## src/rtl/seg7_scan_controller.sv

```systemverilog
// Time-multiplexed scan of an 8-digit common-anode 7-segment display through one shared decoder.
// Optional leading-zero blanking is compiled in when SEG7_LZB_EN is defined.
module seg7_scan_controller #(
    parameter int unsigned CLK_DIV    = 100_000,
    parameter int unsigned GAP_CYCLES = 4
) (
    input  logic        clock,
    input  logic        reset_n,
    input  logic        enable,
    input  logic        seg7all_on,
    input  logic        load_valid,
    output logic        load_ready,
    input  logic [31:0] bcd_in,
    output logic [3:0]  bcd_out,
    output logic        dec_enable,
    output logic        dec_all_on,
    output logic [7:0]  digit_sel,
    output logic        frame_done
);

    localparam int unsigned TICK_MAX = (CLK_DIV > GAP_CYCLES) ? CLK_DIV : GAP_CYCLES;
    localparam int unsigned TICK_W   = (TICK_MAX > 1) ? $clog2(TICK_MAX) : 1;
    localparam logic [TICK_W-1:0] DWELL_LAST = TICK_W'(CLK_DIV - 1);
    localparam logic [TICK_W-1:0] GAP_LAST   = TICK_W'(GAP_CYCLES - 1);

    typedef enum logic [1:0] {
        ST_OFF  = 2'd0,
        ST_SHOW = 2'd1,
        ST_GAP  = 2'd2
    } state_e;

    state_e            state_q, state_d;
    logic [2:0]        idx_q, idx_d;
    logic [TICK_W-1:0] tick_q, tick_d;
    logic [31:0]       active_q, active_d;
    logic [31:0]       pending_q, pending_d;
    logic              pend_q, pend_d;

    logic              load_ready_q, load_ready_d;
    logic [3:0]        bcd_out_q, bcd_out_d;
    logic [7:0]        digit_sel_q, digit_sel_d;
    logic              dec_enable_q, dec_enable_d;
    logic              dec_all_on_q, dec_all_on_d;
    logic              frame_done_q, frame_done_d;

    logic              transfer;
    logic              frame_end;
    logic              apply_pend;
    logic              lit;
`ifdef SEG7_LZB_EN
    logic [2:0]        msd;
`endif

    // Copy decisions use the pend flag as it stood before this cycle's transfer.
    assign transfer   = load_valid && !pend_q;
    assign frame_end  = enable && (state_q == ST_GAP) && (tick_q == GAP_LAST) && (idx_q == 3'd7);
    assign apply_pend = pend_q && enable && ((state_q == ST_OFF) || frame_end);

    // State and output registers.
    always_ff @(posedge clock or negedge reset_n) begin
        if (!reset_n) begin
            state_q      <= ST_OFF;
            idx_q        <= 3'd0;
            tick_q       <= '0;
            active_q     <= 32'd0;
            pending_q    <= 32'd0;
            pend_q       <= 1'b0;
            load_ready_q <= 1'b1;
            bcd_out_q    <= 4'd0;
            digit_sel_q  <= 8'd0;
            dec_enable_q <= 1'b0;
            dec_all_on_q <= 1'b0;
            frame_done_q <= 1'b0;
        end else begin
            state_q      <= state_d;
            idx_q        <= idx_d;
            tick_q       <= tick_d;
            active_q     <= active_d;
            pending_q    <= pending_d;
            pend_q       <= pend_d;
            load_ready_q <= load_ready_d;
            bcd_out_q    <= bcd_out_d;
            digit_sel_q  <= digit_sel_d;
            dec_enable_q <= dec_enable_d;
            dec_all_on_q <= dec_all_on_d;
            frame_done_q <= frame_done_d;
        end
    end

    // Next-state: dwell/gap sequencing over the eight digits.
    always_comb begin
        state_d = state_q;
        idx_d   = idx_q;
        tick_d  = tick_q;
        if (!enable) begin
            state_d = ST_OFF;
            idx_d   = 3'd0;
            tick_d  = '0;
        end else begin
            case (state_q)
                ST_OFF: begin
                    state_d = ST_SHOW;
                    idx_d   = 3'd0;
                    tick_d  = '0;
                end
                ST_SHOW: begin
                    if (tick_q == DWELL_LAST) begin
                        state_d = ST_GAP;
                        tick_d  = '0;
                    end else begin
                        tick_d = tick_q + TICK_W'(1);
                    end
                end
                ST_GAP: begin
                    if (tick_q == GAP_LAST) begin
                        state_d = ST_SHOW;
                        tick_d  = '0;
                        idx_d   = idx_q + 3'd1;
                    end else begin
                        tick_d = tick_q + TICK_W'(1);
                    end
                end
                default: begin
                    state_d = ST_OFF;
                    idx_d   = 3'd0;
                    tick_d  = '0;
                end
            endcase
        end
    end

    // Load buffer and registered outputs, computed from next-cycle state.
    always_comb begin
        active_d     = apply_pend ? pending_q : active_q;
        pending_d    = transfer ? bcd_in : pending_q;
        pend_d       = pend_q;
        if (transfer) begin
            pend_d = 1'b1;
        end else if (apply_pend) begin
            pend_d = 1'b0;
        end
        load_ready_d = ~pend_d;
        dec_enable_d = enable;
        dec_all_on_d = seg7all_on;
        frame_done_d = frame_end;
        digit_sel_d  = 8'd0;
        bcd_out_d    = bcd_out_q;
        lit          = 1'b1;
`ifdef SEG7_LZB_EN
        msd = 3'd0;
        for (int i = 1; i < 8; i++) begin
            if (active_d[i*4 +: 4] != 4'h0) begin
                msd = 3'(i);
            end
        end
        lit = seg7all_on || (idx_d <= msd);
`endif
        if (state_d == ST_SHOW) begin
            bcd_out_d = active_d[{idx_d, 2'b00} +: 4];
            if (lit) begin
                digit_sel_d = 8'(1) << idx_d;
            end
        end
    end

    assign load_ready = load_ready_q;
    assign bcd_out    = bcd_out_q;
    assign digit_sel  = digit_sel_q;
    assign dec_enable = dec_enable_q;
    assign dec_all_on = dec_all_on_q;
    assign frame_done = frame_done_q;

endmodule

```

## config.mk

```make
export PLATFORM = sky130hd
export DESIGN_NAME = seg7_scan_controller
export DESIGN_NICKNAME = d
export VERILOG_FILES = /design/src/rtl/seg7_scan_controller.sv
export SDC_FILE = /design/constraint.sdc
export NUM_CORES = 1
export LEC_CHECK = 0
export BUFFER_PORTS_ARGS = -buffer_cell sky130_fd_sc_hd__buf_2
export CORE_MARGIN = 2
export CORE_UTILIZATION = 47
export CTS_BUF_LIST = sky130_fd_sc_hd__clkbuf_8
export CTS_CLUSTER_DIAMETER = 200
export CTS_CLUSTER_SIZE = 12
export DETAILED_ROUTE_END_ITERATION = 12
export PLACE_DENSITY = 0.73
export SYNTH_ARGS = -nofsm -noshare
export SYNTH_HDL_FRONTEND = slang
export SYNTH_SLANG_ARGS = --single-unit
```

## constraint.sdc

```tcl
create_clock -name clock -period 7.75 [get_ports clock]
set_clock_uncertainty 0.15 [all_clocks]
set_input_delay 1.55 -clock clock [delete_from_list [all_inputs] [get_ports clock]]
set_output_delay 1.55 -clock clock [all_outputs]
set_load 0.03 [all_outputs]
```

==> results of run 1 <==
per-stage QoR:
| step | hold WS, ns | utilization (%) | power, W | cell area [um2] |
|---|---|---|---|---|
| CTS | 0.3479 | 54.09 | 0.001438 | 5311 |
| finish | 0.3440 | 54.09 | 0.001427 | 5311 |
| global placement | 0.3182 | 51.95 | 0.001060 | 5101 |
| global route | 0.3745 | 54.09 | 0.001506 | 5311 |
| floorplan | 0.2974 | - | 0.0009830 | 4766 |
| detailed placement | 0.3352 | 51.95 | 0.001081 | 5101 |
state kept, by name, indices dropped and copies added (netlist names), 2 cells and up:
| register | cells |
|---|---|
| pending_q | 32 |
| active_q | 32 |
| idx_q | 3 |
| tick_q | 17 |
| digit_sel | 8 |
| bcd_out | 4 |
| state_q | 2 |
worst min path at each step:
stage,start,to,cells after the start
detailed placement,active_q[2],active_q[2],1
floorplan,tick_q[0],tick_q[0],1
CTS,tick_q[0],tick_q[0],1
global route,active_q[24],active_q[24],1
finish,tick_q[0],tick_q[0],1
global placement,tick_q[0],tick_q[0],1
cell families (layout without fill, tap and decap cells):
logic type / count (synthesis) / after routing
xor gates and xnor gates: 15 / 15
adders and majority gates: 7 / 7
muxes: 83 / 83
AOI/OAI and AO/OA: 42 / 42
and+or+nand+nor: 109 / 109
DFF: 103 / 103
buffers and inverters: 28 / 80
cell type report:
cell class / count / area share, %
Tap cell: 133 / 3.133
Inverter: 10 / 0.7067
Timing Repair Buffer: 55 / 5.371
Multi-Input combinational cell: 256 / 38.28
Clock buffer: 9 / 2.332
Sequential cell: 103 / 48.55
Clock inverter: 6 / 1.625
worst reg2reg max path, cell delays in order, from the launching register on:
cell,delay (ns)
sky130_fd_sc_hd__dfrtp_1,0.39
sky130_fd_sc_hd__ha_1,0.25
sky130_fd_sc_hd__nor4b_1,0.35
sky130_fd_sc_hd__nor3b_2,0.48
sky130_fd_sc_hd__a21oi_2,0.18
sky130_fd_sc_hd__o21bai_2,0.81
sky130_fd_sc_hd__mux2i_1,0.33
sky130_fd_sc_hd__o22ai_1,0.12
sky130_fd_sc_hd__nor4_1,0.41
sky130_fd_sc_hd__nor3_1,0.09
power by group through the flow:
stage	Clock, W	Combinational (W)	Sequential (W)
floorplan	0	0.000218	0.000765
detailed placement	0	0.000304	0.000777
global placement	0	0.000290	0.000769
finish	0.000359	0.000302	0.000766
global route	0.000391	0.000332	0.000782
CTS	0.000366	0.000305	0.000767
Yosys cell counts, types with 6 or more instances:
cell type / n
sky130_fd_sc_hd__mux2_2: 63
sky130_fd_sc_hd__a21oi_1: 6
sky130_fd_sc_hd__nand3_1: 6
sky130_fd_sc_hd__xor2_1: 9
sky130_fd_sc_hd__nand2_1: 16
sky130_fd_sc_hd__ha_1: 7
sky130_fd_sc_hd__mux2i_1: 20
sky130_fd_sc_hd__nor3_1: 10
sky130_fd_sc_hd__nand4_1: 6
sky130_fd_sc_hd__dfrtp_1: 102
sky130_fd_sc_hd__nor2_1: 37
sky130_fd_sc_hd__inv_1: 9
sky130_fd_sc_hd__xnor2_1: 6
per-layer routing:
layer,routed length [um],vias up,GRT usage [%]
met2,4262,64,27.31
met3,323,17,3.993
met4,161,0,6.000
li1,-,1463,-
met1,4286,1565,24.43
met5,0,-,0
==> results.txt, run 1 <==
- Layout net count: 479
- The synthesized design contains 0 enable-type register cells.
- The floorplan step defined a die boundary enclosing 10,960 um2.
- At the worst endpoint, the required time is 7.85 ns.
- The finished layout holds 572 standard cells, fillers aside.
* Wire length of the first global-routing pass: 15,370 um
- Launch point of the worst path: enable
- Detailed router's first-iteration violation count: 144
- Int Pwr: 0.001028 W
- Detailed-route wire length: 9033 um
* Compound-gate portion of the synthesized area: 6.353%
- Post-route antenna net violation count: 0
- Area occupied by registers: 2579 um2
* Total DRC errors in the routed layout: 0
- Transition time at the pin with the least slew margin: 1.137 ns
* List of cells traversed by the critical path: buf_2 -> nand4_1 -> nor3_1 -> a32o_2 -> mux2_2 -> mux2i_1 -> nor2_1 -> a211oi_1 -> nor3_1
- Setup repair after global routing missed its margin: no
- Avg Inst Size Synth: 12.31 um2
- Buffers placed on the I/O ports in this run total 52.
* Final-report max-slew violation count: 0
- For this design the static power due to leakage is 2.466 nW.
* Synth Net Count: 431
- For this design the top-level I/O count stands at 53.
- CP startpoint kind: input port
- Post-detailed-route via-to-cell ratio: 5.435
- After synthesis, the largest family of logic cells by area is multiplexers.
* Pre-CTS WS: 3.616 ns
- Max cap viols: 0
* Clock transition at path regs: 0.09 ns
* Post-placement cell count: 557
- The layout has 886 filler cells.
- Multiplexer area fraction after synthesis: 19.09%
* Max Clk Rate: 0.2673 GHz
* Portion of total power attributed to sequential cells: 53.7%
* Number of resized instances in the post-cts repair step: 0
- Most frequent cells in the layout: sky130_fd_sc_hd__dfrtp_1, sky130_fd_sc_hd__mux2_2, sky130_fd_sc_hd__buf_2
- Netlist cell types: 58
- Via count of the routed design: 3,109
* Biggest area consumer among synthesized cells: sky130_fd_sc_hd__dfrtp_1
- Routability congestion estimate from global placement: 0.8402
* End of the worst register-to-register path: bcd_out[1]
- Ratio of cells with drive above 1 in the final layout: 35.31%
- Grouping stages by cell kind, the critical path spends the most delay in compound AO/OA/AOI/OAI gates.
- The repair_antennas step left the layout with diodes totalling 0.
* Placement Rows: 36
- Area share of the leading cell type in the synthesized netlist: 53.56%
- Subtracting the final worst setup slack from the clock period gives 3.741 ns.
- The clock tree synthesis step divided the H-tree into 3 levels.
- Largest cells by area after synthesis: sky130_fd_sc_hd__dfrtp_1, sky130_fd_sc_hd__mux2_2, sky130_fd_sc_hd__mux2i_1
- In the final routed layout, each cell accounts on average for 15.79 um.
* Count of endpoints failing setup in the final report: 0
- Clock tree synthesis selected as its root buffer the cell sky130_fd_sc_hd__clkbuf_8.
* Netlist Area Pre-Place: 4766 um2
* Number of hold violations in the final report: 0
* Library cell contributing the largest single delay on the critical path: sky130_fd_sc_hd__a32o_2
- TritonCTS Buffers: 9
* Combinational share of power: 21.2%
- The floorplan step set the die height to 104.7 um.
- Fraction of the yosys area taken by sequential cells: 54.11%
- Counting flops and latches in the post-synthesis netlist gives 103.
* Maximum single-stage delay on the critical path: 0.92 ns
* Status: complete, no violations
- Width of the die: 104.7 um
* Headroom to the max-slew limit: 24.21%
- Post-synthesis simple-gate area fraction: 12.55%
- Asr flop ratio synth: 100.0%
- Origin of the critical flop-to-flop path: tick_q[0]
- Worst-case vdd ir drop: 0.1313 mV
- HPWL Detailed: 6277 um
* Cell occurring most often along the worst timing path: sky130_fd_sc_hd__nor3_1
- For this run, the detailed router's first-pass iteration total came to 4.
- Number of clock sinks seen by CTS: 103
* Switching power of the nets: 0.0003992 W
* Fraction of the cycle the final worst path needs: 48.27%
- Following the worst setup path forward leads to its endpoint at bcd_out[3].
* Leading cell type in the layout, fill and taps excluded: sky130_fd_sc_hd__dfrtp_1
- TritonCTS built the clock tree.
- Power Density: 268.7 nW/um2
- Worst reg2reg path depth: 9
- Area occupied by multi-input gates: 2033 um2
- Grt ovf: 0
* Top_reg_cell synth: sky130_fd_sc_hd__dfrtp_1
* Source-to-sink clock delay at the later pin of the worst-skew pair: 0.37 ns
* Fin worst setup slack: 4.009 ns
* Global routing usage summed across all routing layers: 17.56%
* YS warnings: 0
- Clock network fraction of total power: 25.2%
- The number of setup buffers added after CTS is 0.
- Depth of the critical timing path with buffers and inverters included: 9
- Relative to the synthesized area, the layout overhead comes to 11.45%.
- Arrival time of the worst setup path: 3.84 ns
- Entering global routing, the biggest net connects 75 pins.
* Type of the worst setup path: in -> reg
- Of the total synthesized cell area, the portion taken by XOR and XNOR cells is 2.757%.
- Setup TNS: 0 ns
- The via count of the first global-routing pass is 3,170.
- Placeable core region: 9819 um2
- The initial utilization of the core area, before any placement, comes to 48.53%.
- In this run the worst path has a maximum fanout of 48.
* Net switching share of the total power: 27.97%
- In this run the register-to-register setup slack is 4.06 ns.
* Maximum buffer depth of the clock tree: 2
- STA classifies the critical path endpoint as a register.
- Hold repair after CTS inserted 0 buffers.
* Buf/Inv on CP: 1
- Class of the tightest hold or removal check: reg -> reg
- Adder and majority cell fraction of the synthesized area: 1.838%
- The number of antenna violations at the first check in global routing is 0.
* Post-synthesis instance total: 387
No activity file was read; power rests on OpenSTA's default activity.
==> inputs of run 2 (changes only) <==
==> constraint.sdc (replaced) <==
create_clock -name clock -period 3.7 [get_ports clock]
set_clock_uncertainty 0.15 [all_clocks]
set_input_delay 0.74 -clock clock [delete_from_list [all_inputs] [get_ports clock]]
set_output_delay 0.74 -clock clock [all_outputs]
set_load 0.03 [all_outputs]
==> results.txt, run 2 (synthesis results as in run 1) <==
* Status: complete, no violations
- TritonCTS built the clock tree.
- Worst reg-to-reg setup slack: 0.52 ns
- Type of the worst setup path: reg -> reg
* Wire length per cell after detailed routing: 15.34 um
- Once the clock tree was built, the resizer swapped 0 gates to a different size.
* Post-placement cell count: 560
- Measured along the y axis, the die boundary spans 104.7 um.
- Hold path cells: 1
- Max cap viols: 0
* Total leakage power: 2.487 nW
- The HPWL after detailed placement is 6319 um.
- The count of nets left with antenna violations once routing finished came out at 0.
* Number of top-level pins: 53
- After detailed routing, the number of remaining DRC violations is 0.
- Data required time of the critical path: 3.84 ns
* Arrival time of the worst setup path: 3.32 ns
- The H-tree was split into 3 levels.
- Number of buffers inserted to repair setup after CTS: 0
* Biggest regs: active_q (32), pending_q (32), tick_q (17)
- Detailed router's first-iteration violation count: 102
- The area growth from synthesis to layout is 12.31%.
- Setup repair after global routing missed its margin: no
- The via count of the first global-routing pass is 3,146.
- In the layout the commonest cells are sky130_fd_sc_hd__dfrtp_1, sky130_fd_sc_hd__mux2_2, sky130_fd_sc_hd__buf_2.
* Layout net count: 482
- Setup TNS: 0 ns
- Kind of end point of the critical path: register
- Placeable core region: 9819 um2
- The number of antenna violations at the first check in global routing was 0.
- Of the available clock period, the critical path in the final layout requires 86.04%.
* Ratio of cells with drive above 1 in the final layout: 36.12%
* Final antenna diode count: 0
* Headroom to the max-slew limit: 28.98%
- Largest net degree at the start of global routing: 87
* Count of endpoints failing setup in the final report: 0
- Max Clk Rate: 0.3141 GHz
* Clock transition at path regs: 0.09 ns
- End of the worst register-to-register path: bcd_out[0]
* Transition time at the pin with the least slew margin: 1.065 ns
- In this run the worst hold path is classified as in -> reg.
- The worst setup path is launched from a register.
* Width of the die: 104.7 um
* Leading cell type in the layout, fill and taps excluded: sky130_fd_sc_hd__dfrtp_1
* Filler cell count in the final layout: 879
- Launch point of the worst path: tick_q[0]
* Final std cells w/o fill: 576
- Origin of the critical flop-to-flop path: tick_q[0]
- Global routing usage summed across all routing layers: 17.60%
- Count of buffers inserted at the top-level ports: 52
* Final standard cell area without fillers: 5353 um2
* Grt ovf: 0
* List of cells traversed by the critical path: ha_1 -> nor4b_1 -> nor3b_2 -> and2_4 -> o2111ai_1 -> inv_2 -> and3_1 -> nor4_4 -> a211oi_2
- After floorplanning, the core was divided into 36 placement rows.
- The number of cells on the worst reg-to-reg path is 9.
- Die area: 10,960 um2
* Detailed-route wire length: 8836 um
* Hold-fix buffer count after cts: 0
- For this design, the slowest cell found on the critical path is sky130_fd_sc_hd__nor3b_2.
- Subtracting the final worst setup slack from the clock period gives 3.183 ns.
* Number of iterations in the first detailed-routing pass: 6
* Effective utilization at floorplan: 48.53%
- Maximum buffer depth of the clock tree: 2
- The largest single stage delay on the critical path is 0.45 ns.
- Wire length of the first global-routing pass: 15,410 um
* Total design power: 0.003026 W
- Post-detailed-route via-to-cell ratio: 5.354
- Worst slack on hold paths: 0.3229 ns
- Clock root cell: sky130_fd_sc_hd__clkbuf_8
* Number of hold violations in the final report: 0
- The later pin in the worst-skew pair is clocked with a latency of 0.37 ns.
- The path with the worst hold slack has its endpoint at dec_all_on.
- Power Density: 565.3 nW/um2
- Number of clock sinks seen by CTS: 103
- The number of slew-limit violations in the final report was 0.
- Along the worst path, the maximum fanout reaches 13.
- Worst-case vdd ir drop: 0.2514 mV
- Post-placement cell area: 5124 um2
* TritonCTS Buffers: 9
* Via count of the routed design: 3,084
- Routability congestion estimate from global placement: 0.8059
* Launch instance of the worst min-delay path: seg7all_on
## run 2: changes by cell type in the layout (fill, tap and decap cells not counted)
| cell | before | now |
|---|---|---|
| sky130_fd_sc_hd__clkinv_4 | 1 | 2 |
| sky130_fd_sc_hd__inv_1 | 10 | 9 |
| sky130_fd_sc_hd__clkbuf_8 | 9 | 10 |
| sky130_fd_sc_hd__buf_4 | 4 | 7 |
## run 2: area by class of cell
class	instances	area [um2]	share of cell area, %
Clock buffer	10	137.6	2.571
Clock inverter	6	91.34	1.706
Inverter	10	37.54	0.7013
Multi-Input combinational cell	256	2033	37.99
Sequential cell	103	2579	48.18
Tap cell	133	166.4	3.109
Timing Repair Buffer	58	307.8	5.750
## run 2: power breakdown
part	internal [W]	switching [W]	leakage [nW]	total [W]
combinational	0.000349	0.000297	1.10	0.000646
clock	0.000403	0.000384	0.117	0.000787
sequential	0.00143	0.000163	1.27	0.00159
## run 2: worst max-delay path, delay by kind of cell, from the launching register on
| kind | cells | cell delay (ns) |
|---|---|---|
| flops | 1 | 0.39 |
| fa+ha+maj | 1 | 0.26 |
| compound gates | 2 | 0.60 |
| buf+inv | 1 | 0.38 |
| simple gates | 5 | 1.33 |
## run 2: per-layer routing
layer	vias to the layer above	track usage, %	part of all wire (%)
met5	-	0	0
met4	0	5.524	1.3
met3	9	3.743	4.4
met2	69	27.40	47
met1	1536	24.85	47
li1	1470	-	-
## run 2: worst max-delay path by stage
stage,to,depth (start not counted),slack (ns)
detailed placement,bcd_out[0],9,0.52
CTS,bcd_out[0],9,0.53
global route,bcd_out[3],10,0.19
global placement,bcd_out[3],9,0.65
floorplan,bcd_out[0],9,1.08
finish,bcd_out[0],9,0.52
## run 2: through the flow
step / setup slack (ns) / util, %
final: 0.5165 / 54.51
after global routing: 0.1944 / 54.51
after CTS: 0.5253 / 54.51
after detailed placement: 0.5204 / 52.18
after global placement: 0.6543 / 52.18
after floorplan: 1.082 / -
==> inputs of run 3 (changes only) <==
--- a/config.mk
+++ b/config.mk
@@ -5,14 +5,14 @@
 export SDC_FILE = /design/constraint.sdc
 export NUM_CORES = 1
 export LEC_CHECK = 0
-export BUFFER_PORTS_ARGS = -buffer_cell sky130_fd_sc_hd__buf_2
 export CORE_MARGIN = 2
 export CORE_UTILIZATION = 47
 export CTS_BUF_LIST = sky130_fd_sc_hd__clkbuf_8
 export CTS_CLUSTER_DIAMETER = 200
 export CTS_CLUSTER_SIZE = 12
 export DETAILED_ROUTE_END_ITERATION = 12
-export PLACE_DENSITY = 0.73
+export DONT_BUFFER_PORTS = 1
+export PLACE_DENSITY = 0.69
 export SYNTH_ARGS = -nofsm -noshare
 export SYNTH_HDL_FRONTEND = slang
 export SYNTH_SLANG_ARGS = --single-unit
==> results.txt, run 3 (synthesis results as in run 1) <==
- CTS H-Tree Depth: 3
- For the final routed database, the setup TNS stands at 0 ns.
- The die covers 10,960 um2.
- The endpoint identified for the worst register-to-register timing path is bcd_out[1].
* Setup repair after global routing missed its margin: no
- Once detailed placement completed, the half-perimeter wirelength came to 6003 um.
- In the final design database the tool counted 427 nets.
- Summing all flip-flop and latch instances after layout gives 2579 um2.
- For the worst setup path, the data required time is 3.78 ns.
* Origin of the critical flop-to-flop path: tick_q[0]
* Leading cell type in the layout, fill and taps excluded: sky130_fd_sc_hd__dfrtp_1
- Worst reg2reg path depth: 9
* Number of iterations in the first detailed-routing pass: 4
- Global routing usage summed across all routing layers: 16.86%
- The die is 104.7 um tall.
- The die is 104.7 um wide.
- Number of antenna violations at the first check in global routing: 0
* Type of the worst setup path: reg -> reg
- Ratio of cells with drive above 1 in the final layout: 26.61%
- In this run the deepest clock path goes through 2 buffers.
- Dividing total power by cell area gives a power density of 559.1 nW/um2.
- The initial utilization of the core area, before any placement, comes to 48.53%.
- Dividing the final minimum period by the clock period gives 88.11%.
- The tree is rooted in a sky130_fd_sc_hd__clkbuf_8.
- TritonCTS built the clock tree.
- The analysis attributes to cell leakage a power of 2.242 nW.
- Headroom to the max-slew limit came out at 40.79%.
* Source-to-sink clock delay at the later pin of the worst-skew pair: 0.35 ns
* Most frequent cells in the layout: sky130_fd_sc_hd__dfrtp_1, sky130_fd_sc_hd__mux2_2, sky130_fd_sc_hd__nor2_1
- Dividing the detail-routed wire length by the instance count gives 16.72 um.
- After routing the design area is 5045 um2.
- Worst reg-to-reg setup slack: 0.44 ns
* Placeable core region: 9819 um2
* Final antenna diode count: 0
* Crit path max fanout: 36
* Max cap viols: 0
* Kind of end point of the critical path: register
- Setup violations remaining at the end of the flow were counted as 0.
* Status: complete, no violations
- Timing would allow up to 0.3067 GHz.
- Area occupied by multi-input gates: 2044 um2
* Post-route antenna net violation count: 0
* Final-report max-slew violation count: 0
- Routability congestion estimate from global placement: 0.7793
* Wire length of the first global-routing pass: 14,850 um
* Count of buffers inserted at the top-level ports: 0
* Class of the tightest hold or removal check: in -> async
- Clock transition at path regs: 0.09 ns
- The total overflow left after global routing is 0.
- For the pin with the worst max-slew slack, the measured transition is 0.8862 ns.
* Arrival time of the worst setup path: 3.34 ns
- Biggest regs: active_q (32), pending_q (32), tick_q (17)
* Detailed router's first-iteration violation count: 136
- The final route contains 2,847 vias.
* Largest net degree at the start of global routing: 103
- Number of global-route vias before repair: 2,928
- In this run the count of I/O pins placed on the die edge is 53.
* Area added between synthesis and finish: 5.855%
* Post-placement cell area: 4836 um2
- After floorplanning, the core was divided into 36 placement rows.
* Worst-case vdd ir drop: 0.2898 mV
- In the routed design, unresolved DRC markers number 0.
- For this design, the sink count on the clock tree is 103.
- The smallest clock period supported by the final layout is computed as 3.260 ns.
* Detailed-route wire length: 8692 um
- Filler cell count in the final layout: 926
- Buffers inserted during clock tree synthesis total 9.
- The hold violation count in the final report is 0.
- After detailed routing, the number of vias per cell comes to 5.475.
- STA classifies the critical path startpoint as a register.
[run 3: worst max path at each step]
stage / slack, ns / from / end
final: 0.44 / tick_q[0] / bcd_out[1]
after CTS: 0.27 / tick_q[0] / bcd_out[1]
after global placement: 0.41 / tick_q[0] / bcd_out[1]
after floorplan: 1.08 / tick_q[12] / bcd_out[0]
after global routing: 0.21 / tick_q[0] / bcd_out[1]
after detailed placement: 0.28 / tick_q[0] / bcd_out[1]
[run 3: stage by stage]
step / instances / total power [W] / util, % / setup WS, ns / hold slack (ns)
floorplan: 387 / 0.002059 / - / 1.082 / 0.2944
global placement: 504 / 0.002168 / 49.25 / 0.4090 / 0.2989
detailed placement: 504 / 0.002207 / 49.25 / 0.2779 / 0.2978
CTS: 520 / 0.002859 / 51.31 / 0.2695 / 0.05688
global route: 520 / 0.002991 / 51.38 / 0.2095 / 0.04102
finish: 520 / 0.002820 / 51.38 / 0.4399 / 0.07534
[run 3: final cells by class]
type,instances,share of cell area [%]
Clock inverter,4,0.4712
Inverter,10,0.7440
Multi-Input combinational cell,256,40.53
Sequential cell,103,51.12
Timing Repair Buffer,3,0.8433
Tap cell,133,3.299
Clock buffer,11,3.001
[run 3: power by group]
group / internal (W) / switching (W)
sequential: 0.00143 / 0.000220
combinational: 0.000320 / 0.000225
clock: 0.000275 / 0.000352
[run 3: timing repair]
action / 4_1_cts / 5_1_grt
gates resized for setup: 0 / 1
endpoints found under the setup margin: 0 / 3
endpoints found under the hold margin: 102 / 0
setup buffers: 0 / 0
hold buffers: 1 / 0
[run 3: layer usage]
| metal | GRT usage [%] | wire length (um) | vias to the layer above |
|---|---|---|---|
| met5 | 0 | 0 | - |
| met3 | 3.493 | 292 | 11 |
| met1 | 23.79 | 4198 | 1420 |
| li1 | - | - | 1364 |
| met2 | 26.38 | 4075 | 52 |
| met4 | 5.143 | 125 | 0 |
[run 3: worst max-delay path, cell delays in order (launching register included)]
cell and delay (ns):
sky130_fd_sc_hd__dfrtp_1 0.40, sky130_fd_sc_hd__ha_1 0.26, sky130_fd_sc_hd__nor4b_1 0.35, sky130_fd_sc_hd__nor4b_1 0.27
sky130_fd_sc_hd__a32o_2 0.42, sky130_fd_sc_hd__buf_4 0.43, sky130_fd_sc_hd__nand2b_1 0.20, sky130_fd_sc_hd__o22ai_1 0.11
sky130_fd_sc_hd__nor4_1 0.43, sky130_fd_sc_hd__nor3_1 0.10
